[src/rtl/cache_ctrl_pkg.sv]
// Shared definitions for the cache miss controller.
//   - state_t : controller states (IDLE, WB, FILL, INSTALL)
//   - INDEX_W / TAG_W : split of the 14-bit line address into tag and set index
//   - WORD_W / LINE_W : CPU word and cache line widths (four words per line)
package cache_ctrl_pkg;

  localparam int INDEX_W = 5;
  localparam int TAG_W   = 9;
  localparam int WORD_W  = 16;
  localparam int LINE_W  = 64;

  typedef enum logic [1:0] {
    IDLE    = 2'd0,
    WB      = 2'd1,
    FILL    = 2'd2,
    INSTALL = 2'd3
  } state_t;

endpackage

[src/rtl/line_word_merge.sv]
// Combinational word select / word merge on a cache line.
//   line     : source line
//   offset   : word offset within the line
//   word     : word to insert at offset
//   merged   : line with word [offset] replaced by word
//   selected : word [offset] of the source line
module line_word_merge #(
  parameter int WORD_W = 16,
  parameter int LINE_W = 64
) (
  input  logic [LINE_W-1:0] line,
  input  logic [1:0]        offset,
  input  logic [WORD_W-1:0] word,
  output logic [LINE_W-1:0] merged,
  output logic [WORD_W-1:0] selected
);

  localparam int WORDS = LINE_W / WORD_W;

  always_comb begin
    merged   = line;
    selected = '0;
    for (int i = 0; i < WORDS; i++) begin
      if (offset == i[1:0]) begin
        merged[i*WORD_W +: WORD_W] = word;
        selected                   = line[i*WORD_W +: WORD_W];
      end
    end
  end

endmodule

[src/rtl/cache_miss_ctrl.sv]
// Blocking cache miss controller: services CPU reads/writes against an
// external cache array, writes back a dirty victim, fills the line from
// memory, installs it, and lets the CPU retry the access as a hit.
// Ports:
//   clk, rst_n                 : clock, async active-low reset
//   cpu_re/we/addr/wdata       : CPU request (re+we together = write)
//   cpu_rdata, cpu_stall       : CPU read word, hold-request indication
//   c_*                        : cache array lookup / write interface
//   m_*                        : memory line interface, m_rdy = completion pulse
//   hit_cnt, miss_cnt          : saturating performance counters
//   dbg_state                  : current controller state
// Handshake: the CPU holds its request while cpu_stall=1; memory holds the
// request strobe (m_re or m_we) high until a single-cycle m_rdy completes it.
module cache_miss_ctrl
  import cache_ctrl_pkg::*;
#(
  parameter int WORD_W = 16,
  parameter int LINE_W = 64,
  parameter int CNT_W  = 16
) (
  input  logic                     clk,
  input  logic                     rst_n,
  input  logic                     cpu_re,
  input  logic                     cpu_we,
  input  logic [15:0]              cpu_addr,
  input  logic [WORD_W-1:0]        cpu_wdata,
  output logic [WORD_W-1:0]        cpu_rdata,
  output logic                     cpu_stall,
  output logic [TAG_W+INDEX_W-1:0] c_addr,
  output logic                     c_re,
  output logic                     c_we,
  output logic [LINE_W-1:0]        c_wr_data,
  output logic                     c_wdirty,
  output logic                     c_toggle,
  input  logic [LINE_W-1:0]        c_rd_data,
  input  logic [TAG_W-1:0]         c_tag_out,
  input  logic                     c_hit,
  input  logic                     c_dirty,
  output logic [TAG_W+INDEX_W-1:0] m_addr,
  output logic                     m_re,
  output logic                     m_we,
  output logic [LINE_W-1:0]        m_wdata,
  input  logic [LINE_W-1:0]        m_rdata,
  input  logic                     m_rdy,
  output logic [CNT_W-1:0]         hit_cnt,
  output logic [CNT_W-1:0]         miss_cnt,
  output state_t                   dbg_state
);

  state_t              state_q, state_d;
  logic                req, hit, miss;
  logic [15:0]         addr_q;
  logic [WORD_W-1:0]   wdata_q;
  logic                wr_q;
  logic [TAG_W-1:0]    tag_q;
  logic [LINE_W-1:0]   victim_q, fill_q;
  // Set by INSTALL so the following retried access is not counted as a hit.
  logic                retry_q;
  logic [LINE_W-1:0]   hit_line, inst_line;
  logic [WORD_W-1:0]   hit_word, inst_word;

  assign req       = cpu_re | cpu_we;
  assign hit       = (state_q == IDLE) & req & c_hit;
  assign miss      = (state_q == IDLE) & req & ~c_hit;
  assign dbg_state = state_q;

  // Hit path: merge into / select from the line the cache is presenting now.
  line_word_merge #(.WORD_W(WORD_W), .LINE_W(LINE_W)) u_hit_merge (
    .line     (c_rd_data),
    .offset   (cpu_addr[1:0]),
    .word     (cpu_wdata),
    .merged   (hit_line),
    .selected (hit_word)
  );

  // Install path: merge the latched write word into the fetched line.
  line_word_merge #(.WORD_W(WORD_W), .LINE_W(LINE_W)) u_inst_merge (
    .line     (fill_q),
    .offset   (addr_q[1:0]),
    .word     (wdata_q),
    .merged   (inst_line),
    .selected (inst_word)
  );

  // State register
  always_ff @(posedge clk or negedge rst_n) begin
    if (!rst_n) state_q <= IDLE;
    else        state_q <= state_d;
  end

  // Next-state logic; m_rdy is only meaningful in WB and FILL.
  always_comb begin
    state_d = state_q;
    case (state_q)
      IDLE:    if (miss) state_d = c_dirty ? WB : FILL;
      WB:      if (m_rdy) state_d = FILL;
      FILL:    if (m_rdy) state_d = INSTALL;
      INSTALL: state_d = IDLE;
      default: state_d = IDLE;
    endcase
  end

  // Outputs; everything is forced quiet while reset is asserted so a reset
  // in the middle of WB/FILL drops the memory request at once.
  always_comb begin
    c_re      = 1'b0;
    c_we      = 1'b0;
    c_addr    = cpu_addr[15:2];
    c_wr_data = hit_line;
    c_wdirty  = 1'b0;
    c_toggle  = 1'b0;
    m_re      = 1'b0;
    m_we      = 1'b0;
    m_addr    = addr_q[15:2];
    m_wdata   = victim_q;
    cpu_stall = 1'b0;
    cpu_rdata = hit_word;
    if (rst_n) begin
      case (state_q)
        IDLE: begin
          c_re      = req;
          c_we      = hit & cpu_we;
          c_wdirty  = hit & cpu_we;
          cpu_stall = miss;
        end
        WB: begin
          m_we      = 1'b1;
          m_addr    = {tag_q, addr_q[INDEX_W+1:2]};
          cpu_stall = 1'b1;
        end
        FILL: begin
          m_re      = 1'b1;
          cpu_stall = 1'b1;
        end
        INSTALL: begin
          c_we      = 1'b1;
          c_toggle  = 1'b1;
          c_addr    = addr_q[15:2];
          c_wr_data = wr_q ? inst_line : fill_q;
          c_wdirty  = wr_q;
          cpu_stall = 1'b1;
          cpu_rdata = inst_word;
        end
        default: ;
      endcase
    end
  end

  // Miss context, fill data and retry marker
  always_ff @(posedge clk or negedge rst_n) begin
    if (!rst_n) begin
      addr_q   <= '0;
      wdata_q  <= '0;
      wr_q     <= 1'b0;
      tag_q    <= '0;
      victim_q <= '0;
      fill_q   <= '0;
      retry_q  <= 1'b0;
    end else begin
      if (miss) begin
        addr_q   <= cpu_addr;
        wdata_q  <= cpu_wdata;
        wr_q     <= cpu_we;
        tag_q    <= c_tag_out;
        victim_q <= c_rd_data;
      end
      if (state_q == FILL && m_rdy) fill_q <= m_rdata;
      if (state_q == INSTALL)             retry_q <= 1'b1;
      else if (state_q == IDLE && req)    retry_q <= 1'b0;
    end
  end

  // Saturating performance counters
  always_ff @(posedge clk or negedge rst_n) begin
    if (!rst_n) begin
      hit_cnt  <= '0;
      miss_cnt <= '0;
    end else begin
      if (hit && !retry_q && hit_cnt != '1) hit_cnt <= hit_cnt + 1'b1;
      if (miss && miss_cnt != '1)           miss_cnt <= miss_cnt + 1'b1;
    end
  end

endmodule

[config.mk]
export PLATFORM = sky130hd
export DESIGN_NAME = cache_miss_ctrl
export DESIGN_NICKNAME = d
export VERILOG_FILES = /design/src/rtl/cache_ctrl_pkg.sv /design/src/rtl/line_word_merge.sv /design/src/rtl/cache_miss_ctrl.sv
export SDC_FILE = /design/constraint.sdc
export NUM_CORES = 1
export LEC_CHECK = 0
export ABC_AREA = 1
export CAP_MARGIN = 15
export CELL_PAD_IN_SITES_DETAIL_PLACEMENT = 1
export CELL_PAD_IN_SITES_GLOBAL_PLACEMENT = 1
export CORE_ASPECT_RATIO = 0.7
export CORE_MARGIN = 1.5
export CORE_UTILIZATION = 36
export DETAILED_ROUTE_END_ITERATION = 8
export PLACE_DENSITY_LB_ADDON = 0.15
export SLEW_MARGIN = 15
export SYNTH_ARGS = -nofsm -noshare
export SYNTH_HDL_FRONTEND = slang
export SYNTH_HIERARCHICAL = 1
export SYNTH_SLANG_ARGS = --single-unit
[constraint.sdc]
create_clock -name clk -period 2.44 [get_ports clk]
set_input_delay 0.366 -clock clk [delete_from_list [all_inputs] [get_ports clk]]
set_output_delay 0.366 -clock clk [all_outputs]
set_load 0.005 [all_outputs]
## Word level (Yosys, flattened, before mapping)

Index checks and enable logic that the tools add are counted.

- Add/subtract/negate cells: 2
- Equal/unequal tests: 14
- Muxes and demuxes: 46
- Bitwise logic cells: 6
- Reductions and logical operators: 12

Operator list:

| operator | count |
|---|---|
| $mux 16 | 18 |
| $mux 64 | 3 |
| $mux 14 | 4 |
| $add 16x1->16 const B | 2 |
| $ne 16x16->1 const B | 2 |
| $mux 1 | 13 |
| $eq 2x2->1 const B | 6 |
| $mux 2 | 4 |
| $pmux 2 s4 | 1 |
| $eq 2x1->1 const B | 3 |
| $logic_not 2->1 | 3 |
| $ne 2x2->1 const B | 3 |
| $pmux 1 s2 | 3 |
| $logic_and 1x1->1 | 5 |
| $and 1x1->1 | 4 |
| $reduce_and 3->1 | 1 |
| $reduce_or 3->1 | 1 |
| $reduce_bool 2->1 | 1 |
| $logic_not 1->1 | 1 |
| $not 1->1 | 1 |
| $or 1x1->1 | 1 |

- Flip-flop bits (word level): 205
- Output and inout port bits: 213

## Depth between registers and ports, before layout

- Depth after elaboration: 7
- Gate-level depth with buffers: 11

## Hierarchy

The synthesis kept the hierarchy.

By module, submodules not included:

| module | instances | cells an instance | area an instance (sq um) | sequential area each (sq um) |
|---|---|---|---|---|
| cache_miss_ctrl | 1 | 1310 | 10352.4 | 5129.9 |
| line_word_merge | 2 | 254 | 1203.7 | 0.0 |

## Worst setup path after synthesis

OpenSTA, ideal clock, no wires.

- Path type: register -> output
- From: register state_q[0], in the netlist dbg_state[0]
- To: output cpu_stall
- Arrival time: 1.456 ns
- Path slack: 0.618 ns
- Stages on the path, launching flop included: 9
- Path through: dfrtp_1 inv_1 ha_1 nand2_1 nand2_2 nand2_4 buf_2 buf_2 a21oi_1

- Longest elaborated chain between the ends: 5
- Elaborated cells on any way between the ends: 9
- Those cells by class: eq/ne: 3; mux: 2; bitwise: 2; reduce/logical: 2

RTL lines:

| item | RTL line | text |
|---|---|---|
| start: declaration | cache_miss_ctrl.sv:50 | `state_t state_q, state_d;` |
| start signal: assignment | cache_miss_ctrl.sv:88 | `else state_q <= state_d;` |
| $logic_not 2->1 | cache_miss_ctrl.sv:64, cache_miss_ctrl.sv:119 |  |
| $and 1x1->1 (2 in a row) | cache_miss_ctrl.sv:64 | `assign miss = (state_q == IDLE) & req & ~c_hit;` |
| $pmux 1 s2 * | cache_miss_ctrl.sv:119 | `case (state_q)` |
| $mux 1 * | cache_miss_ctrl.sv:118 | `if (rst_n) begin` |
| end: declaration | cache_miss_ctrl.sv:28 | `output logic cpu_stall,` |

Mark *: on every way between the ends. The rest lies on a longest branch, timed or not.

## Worst setup path in the final report

- From: register addr_q[0]
- To: output c_wr_data[41]

- Longest elaborated chain between the ends: 5

RTL lines:

| item | RTL line | text |
|---|---|---|
| start: declaration | cache_miss_ctrl.sv:52 | `logic [15:0] addr_q;` |
| start signal: assignment | cache_miss_ctrl.sv:161 | `addr_q <= cpu_addr;` |
| $eq 2x2->1 | line_word_merge.sv:24 | `if (offset == i[1:0]) begin` |
| $mux 16 | line_word_merge.sv:24 |  |
| net inst_line[41] | cache_miss_ctrl.sv:59 | `logic [LINE_W-1:0] hit_line, inst_line;` |
| $mux 64 | cache_miss_ctrl.sv:139 | `c_wr_data = wr_q ? inst_line : fill_q;` |
| $mux 64 | cache_miss_ctrl.sv:119 |  |
| $mux 64 | cache_miss_ctrl.sv:118 |  |
| end: declaration | cache_miss_ctrl.sv:32 | `output logic [LINE_W-1:0] c_wr_data,` |

The timed path passes the listed nets, and every way through them passes these cells.

==> impl_metrics.xml <==
<?xml version="1.0" encoding="UTF-8"?>
<metrics>
  <group name="outcome">
    <metric name="result_of_the_run" unit="">finished, violations left</metric>
    <metric name="violations" unit="">negative setup slack</metric>
  </group>
  <group name="synthesis">
    <metric name="synth.yosys.seq_area_share" unit="">0.4020</metric>
    <metric name="synthesis.area_per_instance" unit="um2">7.019</metric>
    <metric name="ys_ff_latch" unit="">205</metric>
    <metric name="synth_cell_type_count" unit="">32</metric>
    <metric name="syn_area" unit="mm2">0.01276</metric>
    <metric name="ys.warnings.count" unit="">6</metric>
    <metric name="postSynthNetCount" unit="">2001</metric>
    <metric name="synth_cells" unit="">1818</metric>
  </group>
  <group name="floorplan">
    <metric name="die_area" unit="mm2">0.03660</metric>
    <metric name="fp-row-count" unit="">57</metric>
    <metric name="floorplan.die.width" unit="um">228.0</metric>
    <metric name="start_util" unit="">0.3666</metric>
    <metric name="placeableCoreArea" unit="mm2">0.03480</metric>
    <metric name="top_level_ports" unit="">389</metric>
    <metric name="die_h" unit="um">160.5</metric>
  </group>
  <group name="grt">
    <metric name="track_usage" unit="">0.3877</metric>
    <metric name="grt_overflow_total" unit="">0</metric>
    <metric name="first_global_vias" unit="">16220</metric>
    <metric name="antenna_violations_before_repair" unit="">4</metric>
    <metric name="maximum_number_of_pins_on_one_net_before_global_route_repair" unit="">85</metric>
    <metric name="first_pass_grt_wire_length" unit="um">106300</metric>
  </group>
  <group name="power">
    <metric name="leakagePower" unit="nW">9.412</metric>
    <metric name="power.density_cell_area" unit="mW/mm2">1250</metric>
    <metric name="post-layout-total-power" unit="W">0.02593</metric>
    <metric name="ir_drop" unit="uV">682.1</metric>
  </group>
  <group name="final_layout">
    <metric name="drive_gt1_frac" unit="">0.2915</metric>
    <metric name="number_of_filler_instances_in_the_final_layout" unit="">4190</metric>
    <metric name="finalInstanceArea" unit="mm2">0.02074</metric>
    <metric name="fin_cells" unit="">2777</metric>
    <metric name="synthToLayoutAreaGrowth" unit="%">62.53</metric>
    <metric name="layout.nets" unit="">2468</metric>
  </group>
  <group name="timing">
    <metric name="timing.fmax" unit="GHz">0.3667</metric>
    <metric name="period_share" unit="">1.118</metric>
    <metric name="worst_hold_slack" unit="ns">0.03400</metric>
    <metric name="timing.max_slew.rel_slack" unit="">0.3532</metric>
    <metric name="hold_violations_final" unit="">0</metric>
    <metric name="timing.final.max_slew_violations" unit="">0</metric>
    <metric name="grt_setup_unrepaired" unit="">yes</metric>
    <metric name="finalWorstPathRequiredPeriod" unit="ns">2.727</metric>
    <metric name="report.final.setup_viol" unit="">73</metric>
    <metric name="timing.final.ws_setup" unit="ns">-0.2872</metric>
    <metric name="final.setup_skew" unit="ns">0.01501</metric>
    <metric name="setup_total_negative_slack" unit="ns">-6.185</metric>
    <metric name="worst_slew_pin_slew" unit="ns">0.9701</metric>
  </group>
  <group name="clock_tree">
    <metric name="clock_tree_from_tritoncts" unit="">yes</metric>
    <metric name="clockRootBuffer" unit="">sky130_fd_sc_hd__clkbuf_16</metric>
    <metric name="worst_skew_pair.late_latency" unit="ns">0.56</metric>
    <metric name="cts_buffer_depth" unit="">3</metric>
    <metric name="numClockSinks" unit="">205</metric>
    <metric name="cts.clk_slew.worst_paths" unit="ns">0.07</metric>
    <metric name="numCtsBuffers" unit="">24</metric>
    <metric name="htreeDepth" unit="">1</metric>
  </group>
  <group name="detailed_routing">
    <metric name="drtIter0Drc" unit="">1867</metric>
    <metric name="route.detailed.drc" unit="">0</metric>
    <metric name="routed_wirelength" unit="um">76420</metric>
    <metric name="routedWlPerCell" unit="um">27.52</metric>
    <metric name="vias_per_cell" unit="">5.853</metric>
    <metric name="drtPass1Iterations" unit="">6</metric>
    <metric name="drtAntennaViolNets" unit="">0</metric>
    <metric name="routed-via-count" unit="">16260</metric>
  </group>
  <group name="placed_design">
    <metric name="placed_cell_count" unit="">2650</metric>
    <metric name="io_buffer_count" unit="">388</metric>
    <metric name="postPlaceCellArea" unit="mm2">0.01758</metric>
    <metric name="globalplace.congestion" unit="">0.9552</metric>
    <metric name="detailedPlacementHpwl" unit="um">51140</metric>
  </group>
  <group name="run">
    <metric name="max-cap-violations" unit="">0</metric>
  </group>
  <group name="worst_hold_path">
    <metric name="hold_path_class" unit="">input pin to asynchronous set/reset pin</metric>
  </group>
  <group name="critical_path">
    <metric name="data_required_time_at_the_worst_endpoint" unit="ns">2.07</metric>
    <metric name="endpoint_kind" unit="">primary output</metric>
    <metric name="worst_setup_path_start_kind" unit="">register</metric>
    <metric name="crit_path_max_fo" unit="">8</metric>
    <metric name="path_class" unit="">register to primary output</metric>
    <metric name="r2r_setup_slack" unit="ns">0.10</metric>
    <metric name="critical_path_arrival" unit="ns">2.36</metric>
  </group>
</metrics>
[cell usage after synthesis]
master / number / area share
sky130_fd_sc_hd__nand2_1: 700 / 0.21
sky130_fd_sc_hd__dfrtp_1: 205 / 0.40
sky130_fd_sc_hd__a21oi_1: 162 / 0.064
sky130_fd_sc_hd__nor2_1: 137 / 0.040
sky130_fd_sc_hd__o21ai_0: 124 / 0.049
sky130_fd_sc_hd__nand3_1: 114 / 0.045
sky130_fd_sc_hd__inv_1: 80 / 0.024
sky130_fd_sc_hd__buf_2: 68 / 0.027
sky130_fd_sc_hd__mux2_2: 64 / 0.056
sky130_fd_sc_hd__nand4_1: 40 / 0.020
sky130_fd_sc_hd__clkbuf_1: 24 / 0.0071
sky130_fd_sc_hd__o21ai_1: 15 / 0.0059
sky130_fd_sc_hd__buf_4: 14 / 0.0082
sky130_fd_sc_hd__buf_6: 9 / 0.0079
sky130_fd_sc_hd__o21ai_2: 9 / 0.0062
sky130_fd_sc_hd__ha_1: 7 / 0.0069
sky130_fd_sc_hd__nand2_2: 7 / 0.0034
sky130_fd_sc_hd__xnor2_1: 5 / 0.0034
sky130_fd_sc_hd__xor2_1: 5 / 0.0034
sky130_fd_sc_hd__buf_1: 4 / 0.0012
sky130_fd_sc_hd__inv_2: 4 / 0.0012
sky130_fd_sc_hd__inv_4: 4 / 0.0020
sky130_fd_sc_hd__nor2_4: 4 / 0.0035
sky130_fd_sc_hd__nand3b_1: 3 / 0.0018
sky130_fd_sc_hd__a211oi_1: 2 / 0.0012
sky130_fd_sc_hd__nor2_2: 2 / 0.00098
sky130_fd_sc_hd__nand2_4: 1 / 0.00088
sky130_fd_sc_hd__nand3_2: 1 / 0.00078
sky130_fd_sc_hd__nor3_1: 1 / 0.00039
sky130_fd_sc_hd__o21ai_4: 1 / 0.0013
sky130_fd_sc_hd__o22ai_1: 1 / 0.00049
sky130_fd_sc_hd__or2_2: 1 / 0.00049
[power breakdown]
group	switching [W]	internal (W)	leakage [nW]	total (W)
Combinational	0.00830	0.00686	6.48	0.0152
Clock	0.00167	0.00220	0.395	0.00387
Sequential	0.00200	0.00490	2.53	0.00690
Total	0.0120	0.0140	9.41	0.0259
[cell families after synthesis]
| group | Yosys count | share of synthesized area |
|---|---|---|
| adder cells (fa/ha/maj) | 7 | 0.006864 |
| AND/OR/NAND/NOR | 1011 | 0.3228 |
| buffers and inverters | 207 | 0.07776 |
| flip-flops | 205 | 0.4020 |
| AO/OA/AOI/OAI | 314 | 0.1272 |
| multiplexers | 64 | 0.05648 |
| XOR/XNOR | 10 | 0.006864 |
[critical path, stage by stage, from the launching register on]
cell	delay, ns
sky130_fd_sc_hd__dfrtp_1	0.44
sky130_fd_sc_hd__buf_12	0.17
sky130_fd_sc_hd__buf_4	0.14
sky130_fd_sc_hd__inv_6	0.08
sky130_fd_sc_hd__nand2_8	0.08
sky130_fd_sc_hd__clkbuf_16	0.18
sky130_fd_sc_hd__o21ai_2	0.12
sky130_fd_sc_hd__nand2_1	0.10
sky130_fd_sc_hd__a21oi_2	0.32
sky130_fd_sc_hd__buf_2	0.18
[state kept, by name, indices dropped and copies added, names as in the netlist]
signal and count:
dbg_state 2, wdata_q 16, miss_cnt 16, retry_q 1, fill_q 64, addr_q 16, tag_q 9, hit_cnt 16
wr_q 1, m_wdata 64
[layer usage]
metal / global-route usage / vias up / share of wire
met5: 0 / - / 0
met4: 0.1282 / 0 / 0.043
met3: 0.1012 / 246 / 0.11
met2: 0.6074 / 1050 / 0.44
met1: 0.5215 / 8084 / 0.40
li1: - / 6875 / -
[repair_timing]
action | 4_1_cts | 5_1_grt
hold buffers | 2 | 0
pin swaps | 99 | 81
setup endpoints to repair | 110 | 124
endpoints found under the hold margin | 28 | 0
cloned | 21 | 6
gates resized for setup | 644 | 220
buffers inserted | 43 | 17
[area by class of cell]
type	count	area, um2	area share
Sequential cell	205	5134	0.2475
Multi-Input combinational cell	1407	7946	0.3832
Clock buffer	29	639.4	0.03083
Inverter	88	366.6	0.01768
Tap cell	472	590.6	0.02848
Timing Repair Buffer	559	5886	0.2838
Clock inverter	14	168.9	0.008145
Antenna cell	3	7.507	0.0003620
[worst paths after layout]
check                                         start                 endpoint  cells after the start
setup / recovery              addr_q[0]$_DFFE_PN0P_            c_wr_data[41]                      9
hold / removal                                rst_n  m_wdata[46]$_DFFE_PN0P_                      2
setup reg to reg           dbg_state[1]$_DFFE_PN0P_   wdata_q[6]$_DFFE_PN0P_                     12
hold reg to reg             m_wdata[58]$_DFFE_PN0P_  m_wdata[58]$_DFFE_PN0P_                      2
max in group asynchronous                     rst_n   fill_q[49]$_DFFE_PN0P_                      3
min in group clk                       c_tag_out[0]     tag_q[0]$_DFFE_PN0P_                      3
[layout by cell type, fill, tap and decap left out, drive strengths merged]
cell / n
xor2: 5
a21oi: 162
o21ai: 149
xnor2: 5
dlymetal6s4s: 1
ha: 7
nor2: 143
diode: 3
inv: 87
clkinv: 9
bufbuf: 3
nand4: 40
o22ai: 1
nand3: 115
dlymetal6s2s: 1
nand3b: 3
clkdlybuf4s50: 277
or2: 1
nand2: 709
bufinv: 3
clkdlybuf4s15: 4
dlygate4sd2: 11
nor3: 1
dfrtp: 205
mux2: 64
buf: 246
clkbuf: 45
clkinvlp: 3
a211oi: 2
[stage by stage]
stage	utilization	worst slack (ns)
final	0.5959	-0.2872
after global routing	0.5957	-0.3014
after CTS	0.5726	-0.1440
after detailed placement	0.5050	-0.4455
after global placement	0.5050	-0.4372
after floorplan	-	0.6175
(Power assumes the default switching activity.)
==> variant 1 (same flow settings) <==
Put one more register stage on the output `hit_cnt`, cleared by the reset. The value now appears one clock later. The other outputs are not delayed to match.
--- a/src/rtl/cache_miss_ctrl.sv
+++ b/src/rtl/cache_miss_ctrl.sv
@@ -48,2 +48,4 @@
 );
+
+  logic [CNT_W-1:0] hit_cnt_s0;
 
@@ -175,7 +177,15 @@
     if (!rst_n) begin
-      hit_cnt  <= '0;
+      hit_cnt_s0 <= '0;
       miss_cnt <= '0;
     end else begin
-      if (hit && !retry_q && hit_cnt != '1) hit_cnt <= hit_cnt + 1'b1;
+      if (hit && !retry_q && hit_cnt_s0 != '1) hit_cnt_s0 <= hit_cnt_s0 + 1'b1;
       if (miss && miss_cnt != '1)           miss_cnt <= miss_cnt + 1'b1;
+    end
+  end
+
+  always_ff @(posedge clk or negedge rst_n) begin
+    if (!rst_n) begin
+      hit_cnt <= '0;
+    end else begin
+      hit_cnt <= hit_cnt_s0;
     end
Check against the original RTL: not equivalent (a bounded check fails within 4 cycles, from zero or initial values and one cycle with rst_n low).
==> variant 1 against the unedited design <==
  * The flow still finishes with violations (negative setup slack)
  * Highest routed layer is now met5
  * Power is 3.8% higher
  * Wire length is 4.8% higher
  * Utilization is 0.57 points higher
  * Design area is 4.8% higher
  * Largest cell class unchanged
  * Critical path type unchanged
  * Hold slack better by 0.28 ns
  * Synthesized area is 4.2% higher
  * Sequential cell count is 16 higher
  * Sequential share of layout area is 0.70 points higher
  * Setup slack better by 0.059 ns
  * Clock skew is 0.0061 ns higher
==> variant 1: results (changes against the unedited design) <==
Parameter                              Value

Status
  Result of the run    finished, violations left (unchanged)
  Violations in the final reports    negative setup slack (unchanged)

Yosys
  Sequential fraction of the synthesis area    41.6% (was 40.2%)
  Syn nets    2,021 (was 2,001)

STA
  Hold_ws    0.311 ns (was 0.0340 ns)
  Sum of negative setup slack    -9.39 ns (was -6.19 ns)
  Number of failing setup endpoints in the final timing report    94 (was 73)
  Max-slew headroom at the worst pin    49.6% (was 35.3%)
  Worst clock skew on the final layout    0.0211 ns (was 0.0150 ns)
  Worst-case setup margin in the final layout    -0.228 ns (was -0.287 ns)

Worst setup path
  Cell at the slowest stage of the critical path    sky130_fd_sc_hd__dfrtp_2 (was sky130_fd_sc_hd__dfrtp_1)

Route
  Post-Route WL    80,100 um (was 76,400 um)
  Via count    16,800 (was 16,300)
  Routed vias/inst    5.85 (about the same)

Placed design
  Placed Instance Area    0.0182 mm^2 (was 0.0176 mm^2)
  Placed cell count    2,694 (was 2,650)
  Weighted congestion reported at the end of routability-driven placement    1.04 (was 0.955)
  Worst setup timing slack at the placement stage    -0.409 ns (was -0.445 ns)

Global routing
  Global Route met2 Usage    57.0% (was 60.7%)
  Global-route track usage on met1    51.7% (was 52.1%)
  Pin count of the biggest net entering global routing    66 (was 85)
  Grt met3 use    9.90% (was 10.1%)
  GRT Util Overall    37.1% (was 38.8%)

Power
  Static Leak    10.0 nW (was 9.41 nW)
  Net Sw Frac    45.7% (was 46.2%)

Layout
  Fraction of layout cells with a size suffix above 1    31.9% (was 29.1%)
  Layout net count    2,555 (was 2,468)

Clock tree
  Number of buffers inserted to repair setup after CTS    36 (was 43)
  Hold-fix buffers, CTS    1 (was 2)
[variant 1: cell count changes after synthesis, sizes merged]
cell    unedited run  this run
clkbuf            24        25
dfrtp            205       221
inv               88        92
nand2            708       712
nand3            115       119
nand3b             3         1
nand4             40        42
nor2             143       139
nor3               1         0
o21ai            149       144
xor2               5         6
[variant 1: routing by layer]
| metal | part of all wire, % | wire length (um) |
|---|---|---|
| met5 | 0.029 | 23 |
| met4 | 4.5 | 3640 |
| met3 | 12 | 9620 |
| met2 | 44 | 35400 |
| met1 | 39 | 31400 |
[variant 1: cell families after synthesis]
| family | synth area share, % |
|---|---|
| mux | 5.42 |
| simple gates | 31.8 |
| flops | 41.6 |
| xor+xnor | 0.725 |
| compound gates | 11.9 |
| fa+ha+maj | 0.659 |
| buf+inv | 7.91 |
[variant 1: area by class of cell]
type	instances	area, um^2	area share [%]
Tap cell	480	601	2.76
Inverter	92	397	1.82
Clock inverter	8	88.8	0.409
Multi-Input combinational cell	1405	7960	36.6
Antenna cell	3	7.51	0.0345
Sequential cell	221	5530	25.5
Timing Repair Buffer	627	6460	29.7
Clock buffer	35	693	3.19
[variant 1: worst max path at each step]
| stage | start | to | slack [ns] |
|---|---|---|---|
| after detailed placement | cpu_addr[1] | c_wr_data[58] | -0.41 |
| final | addr_q[0]$_DFFE_PN0P_ | cpu_rdata[4] | -0.23 |
| after floorplan | dbg_state[0]$_DFFE_PN0P_ | cpu_stall | 0.60 |
| after global placement | cpu_addr[1] | c_wr_data[58] | -0.35 |
| after CTS | addr_q[0]$_DFFE_PN0P_ | cpu_rdata[2] | -0.35 |
| after global routing | addr_q[1]$_DFFE_PN0P_ | c_wr_data[11] | -0.27 |
[variant 1: tightest hold or removal path: cells and delay by family]
| family | cells | cell delay (ns) |
|---|---|---|
| buf+inv | 3 | 0.88 |
==> variant 2 (same settings) <==
Made on the original files. The parameter `CNT_W` goes from 16 to 18.
--- a/src/rtl/cache_miss_ctrl.sv
+++ b/src/rtl/cache_miss_ctrl.sv
@@ -18,3 +18,3 @@
   parameter int LINE_W = 64,
-  parameter int CNT_W  = 16
+  parameter int CNT_W  = 18
 ) (
Ports: changed (resized hit_cnt and miss_cnt); port bits go from 389 to 393. The function was not compared with the original's and may differ.
==> variant 2 against the unedited design <==
  * The run ends with negative hold slack, negative setup slack left
  * Clock power is 3% lower
  * Synthesized area is 2.5% higher
  * Setup slack better by 0.069 ns
  * Synthesized cell count is 2.8% higher
  * Wire length is 4.5% lower
  * Design area is 0.79% higher
  * Sequential power is 1% lower
  * Non-clock buffer count is 29 higher
  * Global-route usage is 2.4 points lower
  * Sequential cell count is 4 higher
  * Power is 5.3% lower
  * Highest routed layer is now met5
==> variant 2: results (changes against the unedited design) <==
Parameter                              Value

Status
  Result of the run    finished, violations left (unchanged)
  Violations in the final reports    negative hold slack, negative setup slack (was negative setup slack)

Yosys
  Syn nets    2,051 (was 2,001)
  Adder-cell area share of the yosys netlist    0.670% (was 0.686%)
  Largest cells by area after synthesis    sky130_fd_sc_hd__dfrtp_1, sky130_fd_sc_hd__nand2_1, sky130_fd_sc_hd__a21oi_1 (unchanged)
  Share of the synthesized netlist area taken by xor and xnor gates    1.27% (was 0.686%)
  Distinct cells, synth    33 (was 32)
  Average footprint of a synthesized cell    7.00 um^2 (was 7.02 um^2)
  Share of the synthesized area in compound gates (AO/OA/AOI/OAI)    11.8% (was 12.7%)

Power
  Net Sw Frac    45.0% (was 46.2%)
  Static Leak    9.67 nW (was 9.41 nW)
  Portion of total power attributed to sequential cells    27.8% (was 26.6%)

Worst setup path
  Largest fanout of any net on the critical path    4 (was 8)
  Arrival time at the worst endpoint    2.29 ns (was 2.36 ns)

Global routing
  Global Route met2 Usage    56.1% (was 60.7%)
  Antenna violations before repair    8 (was 4)
  Grt met3 use    9.19% (was 10.1%)
  GRT Util Overall    36.4% (was 38.8%)

Placed design
  Placed cell count    2,731 (was 2,650)
  Detailed placer's ending HPWL    51,400 um (was 51,100 um)

STA
  Worst-case setup margin in the final layout    -0.219 ns (was -0.287 ns)
  Hold_ws    -0.0433 ns (was 0.0340 ns)
  Number of failing setup endpoints in the final timing report    58 (was 73)
  Number of failing hold endpoints at the final stage    21 (was 0)

Clock tree
  Number of buffers inserted to repair setup after CTS    31 (was 43)
  Total of cells resized after clock tree synthesis    508 (was 644)

Route
  Via count    16,200 (was 16,300)
  Initial DRT Pass Iterations    8 (was 6)
  Number of DRC markers in iteration 0    1,640 (was 1,867)
  Post-Route WL    73,000 um (was 76,400 um)
  Max layer used    met5 (was met4)
  Wire length on met1    30,400 um (was 30,500 um)

Layout
  Final cell count without fillers    2,862 (was 2,777)
  Fraction of layout cells with a size suffix above 1    27.4% (was 29.1%)
-- variant 2: layout make-up --
type                            count  area, um^2
Timing Repair Buffer              588        5990
Inverter                           95         415
Clock buffer                       39         768
Tap cell                          480         601
Multi-Input combinational cell   1442        7860
Fill cell                        4374       14900
Antenna cell                        5        12.5
Sequential cell                   209        5230
Clock inverter                      4        27.5
-- variant 2: final timing paths --
path,slack [ns],depth (start not counted),endpoint
max in group asynchronous,1.34,4,wr_q$_DFFE_PN0P_
max,-0.22,12,c_wr_data[40]
min,-0.04,2,tag_q[3]$_DFFE_PN0P_
min reg2reg,0.48,2,wdata_q[0]$_DFFE_PN0P_
max reg2reg,0.10,14,addr_q[0]$_DFFE_PN0P_
min in group clk,0.36,3,tag_q[4]$_DFFE_PN0P_
-- variant 2: worst register-to-register path: cells and delay by family (launching register included) --
kind                       cells  cell delay, ns
adders and majority gates      1            0.16
and+or+nand+nor                5            0.43
buffers and inverters          8            1.22
DFF                            1            0.43
